$ cat src/rtl/alu_ctrl_pkg.sv
// alu_ctrl_pkg: opcode map, ALU latency, response flag layout and request tag shared by the arbiter
package alu_ctrl_pkg;
  localparam int ALU_LAT = 2;
  localparam logic [3:0] OP_ADD = 4'd0, OP_SUB = 4'd1, OP_MUL = 4'd2, OP_SEQ = 4'd3, OP_SNE = 4'd4;
  localparam logic [3:0] OP_NAND = 4'd5, OP_SRA = 4'd6, OP_SLTU = 4'd7, OP_MAX = 4'd8;
  localparam int FLAG_C = 2, FLAG_Z = 1, FLAG_S = 0;
  typedef struct packed {
    logic valid;
    logic id;
    logic err;
    logic is_arith;
  } tag_t;
  function automatic logic op_supported(input logic [3:0] op);
    return op inside {OP_ADD, OP_SUB, OP_MUL, OP_NAND, OP_SRA, OP_MAX};
  endfunction
endpackage

$ cat src/rtl/rr_arb2.sv
// rr_arb2: two-way round-robin grant; after reset the last-grant register favours requester 0
module rr_arb2 (
  input  logic       clk,
  input  logic       rst,
  input  logic [1:0] i_valid,
  input  logic       i_hold,
  output logic [1:0] o_grant
);
  logic r_last;
  always_comb o_grant = i_hold ? 2'b00 : (&i_valid) ? (r_last ? 2'b01 : 2'b10) : i_valid;
  always_ff @(posedge clk)
    if (!rst) r_last <= 1'b1;
    else if (|o_grant) r_last <= o_grant[1];
endmodule

$ cat src/rtl/alu_req_arbiter.sv
// alu_req_arbiter: shares one pipelined ALU between two requesters; a tag rides alongside
// the ALU pipeline so each result is routed back, flagged and error-checked in issue order
module alu_req_arbiter #(
  parameter int WIDTH = 16,
  parameter int ALU_LAT = alu_ctrl_pkg::ALU_LAT
) (
  input  logic             clk,
  input  logic             rst,
  input  logic             req0_valid,
  output logic             req0_ready,
  input  logic [3:0]       req0_opcode,
  input  logic [WIDTH-1:0] req0_a,
  input  logic [WIDTH-1:0] req0_b,
  input  logic [4:0]       req0_shamt,
  input  logic             req1_valid,
  output logic             req1_ready,
  input  logic [3:0]       req1_opcode,
  input  logic [WIDTH-1:0] req1_a,
  input  logic [WIDTH-1:0] req1_b,
  input  logic [4:0]       req1_shamt,
  output logic [3:0]       alu_opcode,
  output logic [WIDTH-1:0] alu_input1,
  output logic [WIDTH-1:0] alu_input2,
  output logic [4:0]       alu_shift,
  input  logic [WIDTH-1:0] alu_result,
  input  logic             alu_carry,
  output logic             rsp0_valid,
  output logic [WIDTH-1:0] rsp0_result,
  output logic [2:0]       rsp0_flags,
  output logic             rsp0_err,
  output logic             rsp1_valid,
  output logic [WIDTH-1:0] rsp1_result,
  output logic [2:0]       rsp1_flags,
  output logic             rsp1_err,
  input  logic             hold,
  output logic             busy
);
  import alu_ctrl_pkg::*;
  logic [1:0]       w_grant;
  tag_t             w_tag;
  tag_t             w_out;
  tag_t             r_tag [ALU_LAT];
  logic             w_live;
  logic [WIDTH-1:0] w_res;
  logic [2:0]       w_flags;
  logic             r_v0, r_v1, r_err;
  logic [WIDTH-1:0] r_res;
  logic [2:0]       r_flags;
  rr_arb2 u_arb (
    .clk     (clk),
    .rst     (rst),
    .i_valid ({req1_valid, req0_valid}),
    .i_hold  (hold),
    .o_grant (w_grant)
  );
  assign req0_ready = w_grant[0];
  assign req1_ready = w_grant[1];
  always_comb begin
    alu_opcode = w_grant[1] ? req1_opcode : w_grant[0] ? req0_opcode : 4'd0;
    alu_input1 = w_grant[1] ? req1_a : w_grant[0] ? req0_a : '0;
    alu_input2 = w_grant[1] ? req1_b : w_grant[0] ? req0_b : '0;
    alu_shift  = w_grant[1] ? req1_shamt : w_grant[0] ? req0_shamt : 5'd0;
  end
  assign w_tag = {|w_grant, w_grant[1], ~op_supported(alu_opcode), alu_opcode inside {OP_ADD, OP_SUB}};
  always_ff @(posedge clk)
    if (!rst) for (int i = 0; i < ALU_LAT; i++) r_tag[i] <= '0;
    else begin
      r_tag[0] <= w_tag;
      for (int i = 1; i < ALU_LAT; i++) r_tag[i] <= r_tag[i-1];
    end
  // the last tag stage lines up with the cycle in which the ALU presents that request's result
  assign w_out  = r_tag[ALU_LAT-1];
  assign w_live = w_out.valid & ~w_out.err;
  assign w_res  = w_live ? alu_result : '0;
  always_comb begin
    w_flags = '0;
    w_flags[FLAG_C] = w_live & w_out.is_arith & alu_carry;
    w_flags[FLAG_Z] = w_live & ~|w_res;
    w_flags[FLAG_S] = w_res[WIDTH-1];
  end
  always_ff @(posedge clk)
    if (!rst) begin
      r_v0    <= 1'b0;
      r_v1    <= 1'b0;
      r_err   <= 1'b0;
      r_res   <= '0;
      r_flags <= '0;
    end else begin
      r_v0    <= w_out.valid & ~w_out.id;
      r_v1    <= w_out.valid & w_out.id;
      r_err   <= w_out.valid & w_out.err;
      r_res   <= w_res;
      r_flags <= w_flags;
    end
  assign rsp0_valid  = r_v0;
  assign rsp1_valid  = r_v1;
  assign rsp0_result = r_v0 ? r_res : '0;
  assign rsp1_result = r_v1 ? r_res : '0;
  assign rsp0_flags  = r_v0 ? r_flags : '0;
  assign rsp1_flags  = r_v1 ? r_flags : '0;
  assign rsp0_err    = r_v0 & r_err;
  assign rsp1_err    = r_v1 & r_err;
  always_comb begin
    busy = r_v0 | r_v1;
    for (int i = 0; i < ALU_LAT; i++) busy = busy | r_tag[i].valid;
  end
endmodule

$ cat config.mk
export PLATFORM = sky130hd
export DESIGN_NAME = alu_req_arbiter
export DESIGN_NICKNAME = d
export VERILOG_FILES = /design/src/rtl/alu_ctrl_pkg.sv /design/src/rtl/rr_arb2.sv /design/src/rtl/alu_req_arbiter.sv
export SDC_FILE = /design/constraint.sdc
export NUM_CORES = 1
export LEC_CHECK = 0
export ABC_AREA = 1
export CAP_MARGIN = 15
export CORE_UTILIZATION = 30
export CTS_CLUSTER_SIZE = 28
export DETAILED_ROUTE_END_ITERATION = 16
export GPL_ROUTABILITY_DRIVEN = 0
export HOLD_SLACK_MARGIN = 0.03
export PLACE_DENSITY = 0.89
export SYNTH_ARGS = -nofsm -noshare
export SYNTH_HDL_FRONTEND = slang
export SYNTH_SLANG_ARGS = --single-unit
$ cat constraint.sdc
create_clock -name clk -period 2.61 [get_ports clk]
set_clock_uncertainty 0.2 [all_clocks]
set_input_delay 0.6525 -clock clk [delete_from_list [all_inputs] [get_ports clk]]
set_output_delay 0.6525 -clock clk [all_outputs]
set_load 0.05 [all_outputs]
==> reports/qor.yml <==
status: "finished with violations"
violations: "setup timing"
critPathMaxStageDelay_ns: 0.27
synth_commonest_cells: "66 x inv_1, 54 x nand2_1, 37 x a22o_1, 30 x dfxtp_1, 24 x nor2_1"
cp_top_family: "buffers and inverters"
fin_ws_ns: -0.04683
drc: 0
numCtsBuffers: 5
drive_gt1_frac: 0.3341
yosysSeqAreaShare: 0.3483
hp-class: "reg2reg"
cp_num_buf_inv: 4
end_kind: "primary output"
post-route-util: 0.8653
yosysWarnings: 0
wire_per_inst_um: 19.08
synth_compound_area_frac: 0.2010
synth_edf_count: 0
slew_headroom: 0.7334
synth_flop_cell: "dfxtp_1"
worst_setup_path_start_kind: "input port"
rrSetupSlack_ns: 0.94
critPathMaxFanout: 7
synth_area_leaders: "dfxtp_1 35%, a22o_1 19%, inv_1 14%"
drt-total-wl_um: 10110
async_reset_ff_frac: 0
dieArea_um2: 6054
core_um2: 5507
synth_area_um2: 1724
clk_pin_slew_ns: 0.06
synth_top_family_by_area: "simple AND/OR/NAND/NOR gates"
grt_overflow_total: 0
leakagePower_nw: 2.475
synth_seq_cells: 30
muxShareOfSynthArea: 0
final_hold_viol_count: 0
grt_antenna_before_repair: 0
worst_pin_slew_ns: 0.3999
max_freq_ghz: 0.3764
start_util: 0.3131
placed_area_um2: 4340
synth_fa_ha_area_frac: 0
period_minus_slack_ns: 2.657
ir_worst_vdd_uv: 209.7
final_area_um2: 4765
io_pins: 190
syn2layout_area_growth_pct: 176.3
htree_levels: 2
nets: 561
finalSetupViolations: 4
clock_sinks: 30
fillers: 257
synth-xor-area-share: 0
final.setup.tns_ns: -0.05970
grt_pass1_wl_um: 14360
vias: 2626
clockBufferDepth: 2
rsz0062_at_grt: "true"
synth_top_area_cell: "dfxtp_1"
p_per_area_nw_per_um2: 337.3
required_ns: 1.76
synth.most_common_cell: "inv_1"
syn_nets: 358
crit_path_cell_trace: "clkdlybuf4s15_2 -> nor2_4 -> nand2_4 -> inv_6 -> bufbuf_16 -> a22o_1 -> buf_12"
portBuffers: 189
tritoncts: "built"
critical_path_arrival_ns: 1.80
period_share: 1.018
ys_types: 22
first_pass_iters: 4
drtIter0Drc: 69
slew_viol_final: 0
syn-instance-count: 254
hpwlAfterDp_um: 7284
grt_use_total: 0.3185
vias_per_cell: 4.955
synth-simple-area-share: 0.2373
dieWidth_um: 77.81
grt_max_degree: 39
num_rows: 27
syn_avg_cell_area_um2: 6.788
dpl_worst_slack_ns: -0.3676
die_y_um: 77.81
diodes: 0
cts_root_buf: "clkbuf_8"
synth_top_area_frac: 0.3483
crit_slowest_cell: "bufbuf_16"
path_class: "in2out"
grt_pass1_vias: 2676
clock_latency_ns: 0.27
ant_nets: 0
drv_cap: 0
-- flip-flops by register name (all words and copies together), names as in the netlist --
signal	cells
rsp1_valid	1
r_tag	8
rsp0_valid	1
r_res	15
u_arb.r_last	1
r_flags	3
r_err	1
-- timing repair --
item | 4_1_cts | 5_1_grt
hold buffers | 0 | 0
pin swaps | 15 | 6
gates resized for setup | 32 | 12
setup buffers | 3 | 0
endpoints found under the hold margin | 0 | 0
gates cloned | 3 | 1
setup endpoints to repair | 43 | 37
-- cell type report --
class / count / area [um^2] / area share
well taps: 72 / 90.09 / 0.01891
flip-flops and latches: 30 / 601.8 / 0.1263
clock buffers: 7 / 86.33 / 0.01812
multi-input cells: 138 / 980.9 / 0.2059
inverters: 70 / 267.8 / 0.05620
repair buffers: 212 / 2733 / 0.5735
clock inverters: 1 / 5.005 / 0.001050
-- power breakdown --
| group | switching (mW) | internal (mW) | total [mW] |
|---|---|---|---|
| registers | 0.00531 | 0.470 | 0.476 |
| clock network | 0.161 | 0.212 | 0.373 |
| logic | 0.350 | 0.408 | 0.758 |
| total | 0.516 | 1.09 | 1.61 |
-- metrics by stage --
| step | power (mW) | hold WS [ns] | cells |
|---|---|---|---|
| after floorplan | 0.7493 | 0.1905 | 254 |
| after global placement | 1.147 | 0.1926 | 516 |
| after detailed placement | 1.162 | 0.1984 | 516 |
| after CTS | 1.584 | 0.2108 | 530 |
| after global routing | 1.655 | 0.2342 | 530 |
| final | 1.607 | 0.2106 | 530 |
-- cells in the final DEF (no fill, tap or decap) --
master and count:
nor2_4 1, nor2_1 24, nand4_1 4, clkbuf_1 1, inv_2 4, buf_12 66, clkbuf_16 1, buf_2 2
buf_6 1, inv_1 65, inv_6 1, dfxtp_2 1, nand3_1 4, a21oi_1 1, nor3_1 2, clkdlybuf4s15_2 1
o211ai_1 1, dfxtp_1 29, clkdlybuf4s50_1 100, nand3_2 1, or4_1 1, bufbuf_16 1, clkinv_2 1, a22o_4 24
o21ai_1 2, nor4_1 4, clkbuf_8 6, nand2_4 2, nand2_1 54, a22o_1 13, buf_16 1, buf_4 39
-- worst min-delay path, cell delays in order, from the launching register on --
cell and delay (ns):
dfxtp_1 0.30, nand2_1 0.04, inv_1 0.04
-- path summary, 6_finish.rpt --
path | startpoint | end | cells past startpoint
hold / removal | r_tag[0][2]$_SDFF_PN0_ | r_tag[0][6]$_SDFF_PN0_ | 2
setup / recovery | hold | alu_input1[11] | 7
hold reg to reg | r_tag[0][2]$_SDFF_PN0_ | r_tag[0][6]$_SDFF_PN0_ | 2
setup reg to reg | u_arb.r_last$_SDFFE_PN1P_ | r_tag[0][1]$_SDFF_PN0_ | 10
-- routing by layer --
layer  track usage  share of wire  vias to the layer above
li1              -              -                     1195
met1        0.3097           0.34                     1214
met2        0.6204           0.53                      175
met3       0.09529          0.085                       42
met4        0.1226          0.042                        0
met5             0              0                        -
-- logic make-up after synthesis --
logic type | count (synthesis)
flops | 30
simple gates | 97
buf+inv | 86
compound gates | 41
No activity file was read; power rests on OpenSTA's default activity.
